`src/rtl/wb_slave_decoder_pkg.sv`:
```
// Shared constants and types for the Wishbone slave decoder and its watchdog.
// The Wishbone bus widths are the same ones the LIMB-to-Wishbone master uses.
package wb_slave_decoder_pkg;

   localparam int unsigned WbAdrWidth = 36;
   localparam int unsigned WbDatWidth = 32;
   localparam int unsigned WbSelWidth = WbDatWidth / 8;

   // Read data returned for a timed-out or unmapped access.
   localparam logic [WbDatWidth-1:0] WbErrData = 32'hDEADBEEF;

   // One-hot state codes.
   localparam logic [3:0] IdleOh = 4'b0001;
   localparam logic [3:0] BusyOh = 4'b0010;
   localparam logic [3:0] RespOh = 4'b0100;
   localparam logic [3:0] WaitOh = 4'b1000;

   typedef enum logic [3:0] {
      StIdle = IdleOh,
      StBusy = BusyOh,
      StResp = RespOh,
      StWait = WaitOh
   } state_e;

endpackage

```
`src/rtl/wb_watchdog.sv`:
```
// Hung-slave watchdog: counts cycles while enabled and flags expiry on the
// TIMEOUT-th cycle. Only compiled when WB_SLAVE_DECODER_TIMEOUT_EN is defined.
`ifdef WB_SLAVE_DECODER_TIMEOUT_EN
module wb_watchdog #(
   parameter int unsigned TIMEOUT = 255
) (
   input  logic clk,
   input  logic reset_n,
   input  logic clr_i,
   input  logic en_i,
   output logic expire_o
);

   logic [15:0] count_q;

   // Expiry is combinational so the caller can act on the last waiting cycle.
   assign expire_o = en_i && (count_q == 16'(TIMEOUT - 1));

   // Cycle counter, held at zero whenever the caller is not waiting.
   always_ff @(posedge clk or negedge reset_n) begin
      if (!reset_n) begin
         count_q <= '0;
      end else if (clr_i) begin
         count_q <= '0;
      end else if (en_i && !expire_o) begin
         count_q <= count_q + 16'd1;
      end
   end

endmodule
`endif

```
`src/rtl/wb_slave_decoder.sv`:
```
// Wishbone address decoder / single-master router. Selects one of NSLAVE slaves
// from the top SEL_BITS address bits, forwards the cycle with registered
// outputs and returns a registered single-cycle ack to the master.
// Build option: WB_SLAVE_DECODER_TIMEOUT_EN adds a watchdog that completes a
// hung slave access with ERR_DATA and flags an error.
module wb_slave_decoder
   import wb_slave_decoder_pkg::*;
#(
   parameter int unsigned           NSLAVE   = 4,
   parameter int unsigned           SEL_BITS = 2,
   parameter int unsigned           TIMEOUT  = 255,
   parameter logic [WbDatWidth-1:0] ERR_DATA = WbErrData
) (
   input  logic                         clk,
   input  logic                         reset_n,
   input  logic [WbAdrWidth-1:0]        m_adr_i,
   input  logic [WbDatWidth-1:0]        m_dat_i,
   input  logic [WbSelWidth-1:0]        m_sel_i,
   input  logic                         m_we_i,
   input  logic                         m_stb_i,
   input  logic                         m_cyc_i,
   output logic [WbDatWidth-1:0]        m_dat_o,
   output logic                         m_ack_o,
   output logic [WbAdrWidth-1:0]        s_adr_o,
   output logic [WbDatWidth-1:0]        s_dat_o,
   output logic [WbSelWidth-1:0]        s_sel_o,
   output logic                         s_we_o,
   output logic [NSLAVE-1:0]            s_cyc_o,
   output logic [NSLAVE-1:0]            s_stb_o,
   input  logic [WbDatWidth*NSLAVE-1:0] s_dat_i,
   input  logic [NSLAVE-1:0]            s_ack_i,
   output logic                         err_o,
   output logic [SEL_BITS-1:0]          err_slave_o,
   input  logic                         err_clr_i
);

   // Elaboration-time parameter sanity checks.
   if (NSLAVE == 0 || NSLAVE > (1 << SEL_BITS)) begin : g_bad_nslave
      $error("wb_slave_decoder: NSLAVE must be 1..2**SEL_BITS");
   end
   if (TIMEOUT == 0 || TIMEOUT > 65535) begin : g_bad_timeout
      $error("wb_slave_decoder: TIMEOUT must be 1..65535");
   end

   state_e                  state_q, state_d;
   logic [SEL_BITS-1:0]     idx_q, idx_d;
   logic [WbAdrWidth-1:0]   s_adr_q, s_adr_d;
   logic [WbDatWidth-1:0]   s_dat_q, s_dat_d;
   logic [WbSelWidth-1:0]   s_sel_q, s_sel_d;
   logic                    s_we_q, s_we_d;
   logic [NSLAVE-1:0]       s_cyc_q, s_cyc_d;
   logic [WbDatWidth-1:0]   m_dat_q, m_dat_d;
   logic                    m_ack_q;
   logic                    err_q, err_d;
   logic [SEL_BITS-1:0]     err_slave_q, err_slave_d;
   logic                    err_set;

   logic [SEL_BITS-1:0]     idx_in;
   logic                    mapped_in;
   logic                    sel_ack;
   logic [WbDatWidth-1:0]   sel_dat;
   logic                    wd_expire;

   assign idx_in    = m_adr_i[WbAdrWidth-1 -: SEL_BITS];
   assign mapped_in = 32'(idx_in) < NSLAVE;

`ifdef WB_SLAVE_DECODER_TIMEOUT_EN
   logic busy;
   assign busy = (state_q == StBusy);

   wb_watchdog #(
      .TIMEOUT (TIMEOUT)
   ) u_watchdog (
      .clk      (clk),
      .reset_n  (reset_n),
      .clr_i    (!busy),
      .en_i     (busy),
      .expire_o (wd_expire)
   );
`else
   // Without the watchdog a hung slave stalls the master indefinitely.
   assign wd_expire = 1'b0;
`endif

   // Pick the ack and read data of the selected slave only; others are ignored.
   always_comb begin
      sel_ack = 1'b0;
      sel_dat = '0;
      for (int k = 0; k < int'(NSLAVE); k++) begin
         if (idx_q == SEL_BITS'(k)) begin
            sel_ack = s_ack_i[k];
            sel_dat = s_dat_i[WbDatWidth*k +: WbDatWidth];
         end
      end
   end

   // Next-state and registered-output logic for the cycle FSM and error flag.
   always_comb begin
      state_d     = state_q;
      idx_d       = idx_q;
      s_adr_d     = s_adr_q;
      s_dat_d     = s_dat_q;
      s_sel_d     = s_sel_q;
      s_we_d      = s_we_q;
      s_cyc_d     = s_cyc_q;
      m_dat_d     = m_dat_q;
      err_d       = err_q;
      err_slave_d = err_slave_q;
      err_set     = 1'b0;

      unique case (state_q)
         StIdle: begin
            if (m_cyc_i && m_stb_i) begin
               s_adr_d = m_adr_i;
               s_dat_d = m_dat_i;
               s_sel_d = m_sel_i;
               s_we_d  = m_we_i;
               idx_d   = idx_in;
               if (mapped_in) begin
                  s_cyc_d = NSLAVE'(1) << idx_in;
                  state_d = StBusy;
               end else begin
                  m_dat_d = ERR_DATA;
                  err_set = 1'b1;
                  state_d = StResp;
               end
            end
         end
         StBusy: begin
            // Abort beats ack, ack beats timeout.
            if (!m_cyc_i) begin
               s_cyc_d = '0;
               state_d = StIdle;
            end else if (sel_ack) begin
               m_dat_d = sel_dat;
               s_cyc_d = '0;
               state_d = StResp;
            end else if (wd_expire) begin
               m_dat_d = ERR_DATA;
               s_cyc_d = '0;
               err_set = 1'b1;
               state_d = StResp;
            end
         end
         StResp: begin
            state_d = StWait;
         end
         StWait: begin
            // A strobe still held from the finished cycle must not start another.
            if (!m_stb_i) begin
               state_d = StIdle;
            end
         end
         default: begin
            s_cyc_d = '0;
            state_d = StIdle;
         end
      endcase

      // A new error wins over a simultaneous clear.
      if (err_set) begin
         err_d       = 1'b1;
         err_slave_d = idx_d;
      end else if (err_clr_i) begin
         err_d = 1'b0;
      end
   end

   // State and output registers; reset drops slave strobes immediately.
   always_ff @(posedge clk or negedge reset_n) begin
      if (!reset_n) begin
         state_q     <= StIdle;
         idx_q       <= '0;
         s_adr_q     <= '0;
         s_dat_q     <= '0;
         s_sel_q     <= '0;
         s_we_q      <= 1'b0;
         s_cyc_q     <= '0;
         m_dat_q     <= '0;
         m_ack_q     <= 1'b0;
         err_q       <= 1'b0;
         err_slave_q <= '0;
      end else begin
         state_q     <= state_d;
         idx_q       <= idx_d;
         s_adr_q     <= s_adr_d;
         s_dat_q     <= s_dat_d;
         s_sel_q     <= s_sel_d;
         s_we_q      <= s_we_d;
         s_cyc_q     <= s_cyc_d;
         m_dat_q     <= m_dat_d;
         m_ack_q     <= (state_q == StResp);
         err_q       <= err_d;
         err_slave_q <= err_slave_d;
      end
   end

   assign m_dat_o     = m_dat_q;
   assign m_ack_o     = m_ack_q;
   assign s_adr_o     = s_adr_q;
   assign s_dat_o     = s_dat_q;
   assign s_sel_o     = s_sel_q;
   assign s_we_o      = s_we_q;
   assign s_cyc_o     = s_cyc_q;
   assign s_stb_o     = s_cyc_q;
   assign err_o       = err_q;
   assign err_slave_o = err_slave_q;

endmodule

```
`config.mk`:
```
export PLATFORM = sky130hd
export DESIGN_NAME = wb_slave_decoder
export DESIGN_NICKNAME = d
export VERILOG_FILES = /design/src/rtl/wb_slave_decoder_pkg.sv /design/src/rtl/wb_watchdog.sv /design/src/rtl/wb_slave_decoder.sv
export SDC_FILE = /design/constraint.sdc
export NUM_CORES = 1
export LEC_CHECK = 0
export BUFFER_PORTS_ARGS = -buffer_cell sky130_fd_sc_hd__buf_2
export CAP_MARGIN = 20
export CORE_MARGIN = 2
export CORE_UTILIZATION = 25
export CTS_BUF_LIST = sky130_fd_sc_hd__clkbuf_2 sky130_fd_sc_hd__clkbuf_4 sky130_fd_sc_hd__clkbuf_8
export DETAILED_ROUTE_END_ITERATION = 6
export HOLD_SLACK_MARGIN = 0.12
export MAX_ROUTING_LAYER = met4
export PLACE_DENSITY = 0.48
export SLEW_MARGIN = 25
export SYNTH_ARGS = -nofsm -noshare
export SYNTH_HDL_FRONTEND = slang
export SYNTH_SLANG_ARGS = --single-unit
export TNS_END_PERCENT = 30
```
`constraint.sdc`:
```
create_clock -name clk -period 5.09 [get_ports clk]
set_input_delay 0.7635 -clock clk [delete_from_list [all_inputs] [get_ports clk]]
set_output_delay 0.7635 -clock clk [all_outputs]
set_load 0.02 [all_outputs]
```
==> results.cfg <==
[run_status]
status = complete, no violations

[worst_setup_path]
critPathTopFamily = multiplexers
critPathBufInv = 2
path_cells = buf_4, mux4_2, nand2_1, buf_4, mux2_2
start_kind = flip-flop
slowest_delay_ns = 0.61
critical_path_arrival_ns = 2.96
crit_path_max_fanout = 35
required_ns = 5.38
critical_path_class = flip-flop to flip-flop
crit_path_frequent_cell = buf_4
cp_slowest_cell = nand2_1
end_kind = flip-flop

[clock_tree]
cts_tree = done
clk_pin_slew_ns = 0.07
cts_max_level = 4
hold_buffers = 0
clkLatencyLatePin_ns = 0.42
cts_num_sinks = 114
cts_root_buf = clkbuf_8
cts_setup_buffers = 0
cts_buffer_depth = 2
cts_resized = 0
cts_buffers = 17

[timing]
hold_viol_final = 0
fin_worst_hold_slack_ns = 0.412
finalCritPeriodShare = 0.523
setup_violations = 0
setup_ws_ns = 2.43
finalCriticalPeriod_ns = 2.66
skew_ns = 0.0109
grt_setup_unrepaired = no
fmax_ghz = 0.376
fin_setup_tns_ns = 0
worst_slew_pin_slew_ns = 0.803
relSlewSlack = 0.464
slew_violations = 0

[power]
ir_drop_mv = 0.124
power_frac_comb = 0.330
switchingPower_mw = 1.08
switching_share = 0.327
leakage_nw = 3.73
seq_power_share = 0.374
p_per_area_mw_per_mm2 = 443
p_int_mw = 2.22
pwr-share-clk = 0.296

[die]
start_util = 0.254
die_area_mm2 = 0.0217
rows = 52
die_w_um = 147
ios = 327
fp.dieH_um = 147
core_mm2 = 0.0202

[drt]
finalWirelength_mm = 13.8
drt_iter0_markers = 85
ant_nets = 0
via_count = 3911
vias_per_cell = 4.27
drt-pass1-iter-count = 4
drc = 0
drt-wirelength-per-cell_um = 15.1

[place]
port_buffers = 322
place_ws_ns = 2.11
dpl_cell_area_mm2 = 0.00699
gp_congestion = 0.752
dp_hpwl_mm = 10.7

[logic_synthesis]
synthArstFlopShare = 1.00
synth_most_common_cell = dfrtp_1
ys_seq_area_frac = 0.555
ys_ff_latch = 114
synth_cell_types = 30
synth-main-ff-cell = dfrtp_1
synth_area_leader_cell = dfrtp_1
synthCells = 311
ys_warn_count = 0
synthTopCellsByCount = 113 x dfrtp_1, 102 x mux2_2, 33 x mux4_2, 10 x buf_2, 10 x buf_4
synth-edff-count = 0
synth.area.top_cells = dfrtp_1 55%, mux2_2 22%, mux4_2 14%, buf_4 1.5%, buf_2 0.97%
synth_top_area_share = 0.550
syn_area_mm2 = 0.00514
syn-mean-instance-area_um2 = 16.5

[finish]
antennaDiodeCount = 0
drive_gt1_frac = 0.777
nets = 842
syn2layout_area_growth_pct = 45.0
fill_cells = 1981
postLayoutCellArea_mm2 = 0.00746

[global_route]
grt_pass1_vias = 4359
grt_usage = 0.134
grt-ovfl-total = 0
antenna_found_initial = 0
grt_max_degree = 62
grt_pass1_wl_mm = 22.0

[flow_run]
drv_cap = 0

[min_path]
hold_path.class = input pin to async pin
[state kept, by name, indices dropped and copies added (netlist names)]
| signal | cells |
|---|---|
| s_we_o | 1 |
| s_cyc_o | 4 |
| s_adr_o | 34 |
| state_q | 4 |
| m_dat_o | 32 |
| idx_q | 2 |
| s_sel_o | 4 |
| s_dat_o | 32 |
| m_ack_o | 1 |
[per-layer routing]
metal / track usage / vias to the layer above / share of wire
li1: - / 1798 / -
met1: 0.147 / 1918 / 0.40
met2: 0.234 / 187 / 0.52
met3: 0.0389 / 8 / 0.065
met4: 0.0418 / 0 / 0.010
met5: - / - / 0
[kinds of logic (layout without fill, tap and decap cells)]
logic type	after synthesis	after routing	share of synthesized area
mux	137	137	0.372
flops	114	114	0.555
buf+inv	31	363	0.0338
simple gates	17	17	0.0207
compound gates	10	10	0.0163
other cells	1	3	0.000729
xor+xnor	1	1	0.00170
[power by group through the flow]
| stage | clock network (mW) | registers, mW | logic [mW] |
|---|---|---|---|
| after global routing | 1.06 | 1.27 | 1.17 |
| final | 0.976 | 1.24 | 1.09 |
| after detailed placement | 0 | 1.26 | 1.11 |
| after floorplan | 0 | 1.53 | 0.421 |
| after CTS | 1.02 | 1.24 | 1.11 |
| after global placement | 0 | 1.25 | 1.10 |
[final cells by class]
type	instances	area (um^2)	share of cell area
Inverter	3	11.3	0.00151
Multi-Input combinational cell	168	2130	0.286
Sequential cell	114	2860	0.383
Tap cell	270	338	0.0453
Clock buffer	21	289	0.0388
Clock inverter	11	175	0.0235
Timing Repair Buffer	328	1660	0.222
[stage by stage]
step	utilization	instances	power, mW
2_1_floorplan	-	313	1.95
3_3_place_gp	0.346	883	2.35
3_5_place_dp	0.346	883	2.37
4_1_cts	0.369	915	3.37
5_1_grt	0.369	915	3.50
6_report	0.369	915	3.30
[placed cells by master (no fill, tap or decap), types with 2 or more instances in the layout]
cell / count
buf_2: 321
dfrtp_1: 112
mux2_2: 102
mux4_2: 33
clkbuf_8: 21
buf_4: 7
nand2_1: 4
bufinv_16: 4
nand2b_1: 3
inv_1: 3
conb_1: 3
clkinv_4: 3
nor3_1: 2
mux2_1: 2
nand3b_1: 2
o2bb2ai_1: 2
nor2_1: 2
clkinvlp_4: 2
[path summary, 6_finish.rpt]
check                            from           to  slack (ns)  depth (start not counted)
setup / recovery             idx_q[1]  m_dat_o[11]        2.43                          5
setup reg to reg             idx_q[1]  m_dat_o[11]        2.43                          5
hold / removal                reset_n  s_dat_o[11]        0.41                          1
min in group clk           s_adr_o[0]   s_adr_o[0]        0.50                          1
max in group asynchronous     reset_n     idx_q[0]        3.43                          2
hold reg to reg            s_adr_o[0]   s_adr_o[0]        0.50                          1
Power figures use the tool's default switching activity.
